===== src/rtl/execute_cycle.sv =====
// Execute stage of the 5-stage RISC-V pipeline: operand forwarding, ALU, branch/jump
// resolution and the EX/MEM pipeline register that feeds the memory stage.
module execute_cycle #(
    parameter int unsigned XLEN = 32
) (
    input  logic            clk,
    input  logic            rst,
    input  logic            RegWrite_E,
    input  logic            MemWrite_E,
    input  logic            ALUSrc_E,
    input  logic            Branch_E,
    input  logic            Jump_E,
    input  logic [1:0]      ResultSrc_E,
    input  logic [2:0]      ALUControl_E,
    input  logic [XLEN-1:0] RD1_E,
    input  logic [XLEN-1:0] RD2_E,
    input  logic [XLEN-1:0] PC_E,
    input  logic [XLEN-1:0] PCPlus4_E,
    input  logic [XLEN-1:0] ImmExt_E,
    input  logic [4:0]      Rd_E,
    input  logic [XLEN-1:0] ResultW,
    input  logic [1:0]      ForwardA_E,
    input  logic [1:0]      ForwardB_E,
    input  logic            FlushM,
    output logic            PCSrc_E,
    output logic [XLEN-1:0] PCTarget_E,
    output logic            RegWrite_M,
    output logic            MemWrite_M,
    output logic [1:0]      ResultSrc_M,
    output logic [XLEN-1:0] ALUResult_M,
    output logic [XLEN-1:0] WriteData_M,
    output logic [XLEN-1:0] PCPlus4_M,
    output logic [4:0]      Rd_M
);

    logic [XLEN-1:0] srcA;
    logic [XLEN-1:0] fwdB;
    logic [XLEN-1:0] srcB;
    logic [XLEN-1:0] aluResult;
    logic            zero;

    // Select 11 is reserved and falls back to the register-file operand.
    always_comb begin
        srcA = RD1_E;
        case (ForwardA_E)
            2'b01:   srcA = ResultW;
            2'b10:   srcA = ALUResult_M;
            default: srcA = RD1_E;
        endcase

        fwdB = RD2_E;
        case (ForwardB_E)
            2'b01:   fwdB = ResultW;
            2'b10:   fwdB = ALUResult_M;
            default: fwdB = RD2_E;
        endcase

        srcB = ALUSrc_E ? ImmExt_E : fwdB;
    end

    always_comb begin
        aluResult = '0;
        case (ALUControl_E)
            3'b000:  aluResult = srcA + srcB;
            3'b001:  aluResult = srcA + (~srcB) + {{(XLEN-1){1'b0}}, 1'b1};
            3'b010:  aluResult = srcA & srcB;
            3'b011:  aluResult = srcA | srcB;
            3'b101:  aluResult = {{(XLEN-1){1'b0}}, ($signed(srcA) < $signed(srcB))};
            default: aluResult = '0;
        endcase
        zero = (aluResult == '0);
    end

    assign PCSrc_E    = Jump_E | (Branch_E & zero);
    assign PCTarget_E = PC_E + ImmExt_E;

    // A flush only kills the side-effecting controls; the data fields are don't-care.
    always_ff @(posedge clk or negedge rst) begin
        if (!rst) begin
            RegWrite_M  <= 1'b0;
            MemWrite_M  <= 1'b0;
            ResultSrc_M <= '0;
            ALUResult_M <= '0;
            WriteData_M <= '0;
            PCPlus4_M   <= '0;
            Rd_M        <= '0;
        end else begin
            RegWrite_M  <= RegWrite_E & ~FlushM;
            MemWrite_M  <= MemWrite_E & ~FlushM;
            ResultSrc_M <= ResultSrc_E;
            ALUResult_M <= aluResult;
            WriteData_M <= fwdB;
            PCPlus4_M   <= PCPlus4_E;
            Rd_M        <= Rd_E;
        end
    end

endmodule

===== config.mk =====
export PLATFORM = sky130hd
export DESIGN_NAME = execute_cycle
export DESIGN_NICKNAME = d
export VERILOG_FILES = /design/src/rtl/execute_cycle.sv
export SDC_FILE = /design/constraint.sdc
export NUM_CORES = 1
export LEC_CHECK = 0
export ABC_AREA = 0
export BUFFER_PORTS_ARGS = -buffer_cell sky130_fd_sc_hd__buf_4
export CAP_MARGIN = 20
export CORE_MARGIN = 2
export CORE_UTILIZATION = 35
export CTS_BUF_LIST = sky130_fd_sc_hd__clkbuf_8
export CTS_CLUSTER_SIZE = 14
export DETAILED_ROUTE_END_ITERATION = 7
export GPL_TIMING_DRIVEN = 1
export PLACE_DENSITY = 0.69
export SYNTH_ARGS = -nofsm -noshare
export SYNTH_HDL_FRONTEND = slang
export SYNTH_SLANG_ARGS = --single-unit

===== constraint.sdc =====
create_clock -name clk -period 16.1 [get_ports clk]
set_clock_uncertainty 0.15 [all_clocks]
set_input_delay 3.22 -clock clk [delete_from_list [all_inputs] [get_ports clk]]
set_output_delay 3.22 -clock clk [all_outputs]
set_load 0.02 [all_outputs]

==> results.md <==
* Status: finished clean
* Largest net degree at the start of global routing at 67
* CP startpoint: ForwardB_E[0]
* Die X-Extent at 181.3 µm
* Sum of buffers and inverters on the critical path at 4
* CP top delay family: compound AO/OA/AOI/OAI gates
* Crit-path cells: buf_4 > inv_1 > ha_2 > buf_4 > a21oi_1 > o21ai_0 > ha_1 > fa_1 > nor2b_1 > a211oi_1 > a211oi_1 > nand4b_1 > or4_4 > nor4_2 > nand4bb_1 > a2111oi_2 > nand4b_1 > o41ai_2 > buf_4
* Max stage delay on crit path at 0.59 ns
* Area grow syn2layout at 27.39%
* Fill cells at 3067
* Antenna Nets Post-Route at 0
* R2R setup slack at 11.46 ns
* Global Route Usage Sum at 0.2612
* CP endpoint kind: output pin
* Synth area leader: dfrtp_1
* CP endpoint: PCSrc_E
* Most frequent cells in the layout: buf_4 (362), inv_1 (154), ha_1 (140)
* CTS buffer count at 9
* Setup Viol. Count Final at 0
* Place WS at 4.077 ns
* Unrepaired setup endpoints after global routing: no
* Share of flip-flops with an asynchronous set or reset at 1.000
* Die Y at 181.3 µm
* Number of synthesized flops with an enable pin at 0
* CTS Sinks at 105
* Vias per std cell at 5.657
* Syn Nets at 1761
* Sequential Area at 2628 µm²
* Drt pass-1 iters at 6
* Gate Count Post-Synth at 1403
* Final slew viol count at 0
* Period utilization at 0.7533
* Reg2reg start: ALUResult_M[0]
* Count of final hold-check violations at 0
* Mean Syn Cell Area at 7.842 µm²
* Core footprint at 30750 µm²
* Worst Max-Slew Pin Slew at 0.9739 ns
* Initial core utilization at 0.3578
* CTS clk-pin slew, worst paths at 0.11 ns
* Area of the multi-input gates at 7400 µm²
* CTS Buffer Depth at 2
* Max Cap Violations at 0
* Share of layout cells above drive strength 1 at 0.2424
* Post-CTS setup buffer count at 0
* Hold-fix buffers, CTS at 0
* GRT Residual Overflow at 0
* Sequential element share of the synthesized area at 0.2388
* Synth unique cells at 92
* Drt drc at 0
* Reg2Reg Depth at 17
* Startpoint type of the worst setup path: primary input
* CTS tree: done
* Rel. slew slack at 0.3468
* Yosys warnings at 0
* LEAKAGE at 6.905 nW
* Power per Cell Area at 80.66 nW/µm²
* Nets at 2053
* Root Buffer: clkbuf_8
* Setup slack after layout at 3.973 ns
* Num rows at 64
* Required time worst endpoint at 12.73 ns
* RR Endpoint: ALUResult_M[30]
* Crit path arrival time at 8.76 ns
* First-pass GRT wire length at 66.73 mm
* Period minus WS final at 12.13 ns
* Worst-path maximum fanout at 64
* Die Footprint at 32870 µm²
* Final RePlAce weighted congestion at 1.025
* Synth top area cells: dfrtp_1 (24%), ha_1 (16%), o21ai_0 (5.7%), inv_1 (5.2%), a21oi_1 (5.1%)
* IO buf count at 351
* Commonest non-fill, non-tap cell in the layout: buf_4
* Clk_lat worst skew at 0.41 ns
* Post-DP HPWL at 36.00 mm
* Synth top area share at 0.2388
* Total power at 1.130 mW
* Vias in the first global route at 11450
* Number of cells on the critical path at 19
* Worst path most repeated cell: buf_4
* Antenna violations before repair at 3
* Peak VDD IR at 0.04060 mV
* WL final at 44.10 mm
* Setup Crit Path Kind: in2out
* Synth Flop Type: dfrtp_1
* Htree depth at 3
* CP max stage cell: o21ai_0
* Cell area after synthesis at 11000 µm²
* TNS Setup at 0 ns
* Number of I/O pins at 352
* Hold Path Class: reg2reg
* Synth Register Bits at 105
* Via count at 11870
* Highest clock rate at 0.08246 GHz
* DR iter-0 viols at 1176
* Avg WL per Cell at 21.01 µm
* # resized after CTS at 0
-- flip-flops by register name, summed over array words and instances, names as in the netlist --
| name | flops |
|---|---|
| MemWrite_M | 1 |
| RegWrite_M | 1 |
| Rd_M | 5 |
| ALUResult_M | 32 |
| PCPlus4_M | 32 |
| ResultSrc_M | 2 |
| WriteData_M | 32 |
-- metrics by stage --
stage,hold WS [ns],cells,instance area [µm²],utilization
6_report,0.5543,2099,14010,0.4558
2_1_floorplan,0.6094,1403,11000,-
3_3_place_gp,0.5231,2080,13810,0.4493
3_5_place_dp,0.5267,2080,13810,0.4493
5_1_grt,0.6349,2099,14010,0.4558
4_1_cts,0.5504,2096,14010,0.4555
-- worst min-delay path by stage --
stage / slack [ns] / startpoint / cells past startpoint / end
floorplan: 0.61 / ALUResult_M[0] / 4 / WriteData_M[0]
detailed placement: 0.53 / ALUResult_M[14] / 4 / WriteData_M[14]
global placement: 0.52 / ALUResult_M[14] / 4 / WriteData_M[14]
CTS: 0.55 / ALUResult_M[14] / 4 / WriteData_M[14]
global route: 0.63 / ALUResult_M[22] / 4 / WriteData_M[22]
finish: 0.55 / ALUResult_M[14] / 4 / WriteData_M[14]
-- report_power, final --
group / switching (mW) / internal [mW]
Sequential: 0.0216 / 0.290
Clock: 0.100 / 0.0724
Combinational: 0.394 / 0.253
Total: 0.515 / 0.615
-- layout make-up --
type	instances	area share
well taps	396	0.03535
inverters	153	0.04098
clock inverters	3	0.0009821
diodes	3	0.0005357
repair buffers	362	0.1939
flip-flops and latches	105	0.1875
multi-input cells	1064	0.5280
clock buffers	13	0.01277
-- synth_stat cells, types with 5 or more instances --
cell / instances
a2111oi_0: 5
or2_2: 5
a21oi_1: 113
xor2_1: 7
nand4_1: 6
ha_1: 141
mux2i_1: 5
a211o_1: 6
o21a_1: 20
dfrtp_1: 105
a22oi_1: 64
o22ai_1: 12
buf_1: 9
inv_1: 153
o311ai_0: 6
nor3b_1: 5
o31ai_1: 7
nor3_1: 22
xnor2_1: 42
nand4b_1: 5
nor2_1: 100
and3_1: 9
buf_2: 10
nor4_1: 12
nor2b_1: 19
a31oi_1: 11
o21ai_0: 126
o21bai_1: 14
a211oi_1: 15
nand3_1: 21
or4_1: 6
clkbuf_8: 6
a21o_1: 25
clkbuf_1: 51
a221oi_1: 5
nand2_1: 114
nand2b_1: 8
o211ai_1: 21
-- worst min-delay path: stages, from the launching register on --
cell and delay (ns):
dfrtp_1 0.39, a22oi_1 0.09, nor2_1 0.09, a21oi_1 0.06, inv_1 0.05
-- logic make-up (layout without fill, tap and decap cells) --
logic type | after synthesis | count (layout) | share of synthesized area
adders and majority gates | 144 | 144 | 0.1658
muxes | 6 | 6 | 0.005573
xor gates and xnor gates | 49 | 49 | 0.03901
and+or+nand+nor | 353 | 353 | 0.1541
other | 0 | 3 | 0
DFF | 105 | 105 | 0.2388
buffers and inverters | 234 | 531 | 0.08882
AOI/OAI and AO/OA | 512 | 512 | 0.3079
-- routing by layer --
metal,track usage,vias to the layer above,wire length (µm)
li1,-,5571,-
met1,0.3361,5607,18150
met2,0.4288,605,20570
met3,0.04616,91,3609
met4,0.1138,0,1773
met5,0,-,0
No activity file was read; power rests on OpenSTA's default activity.
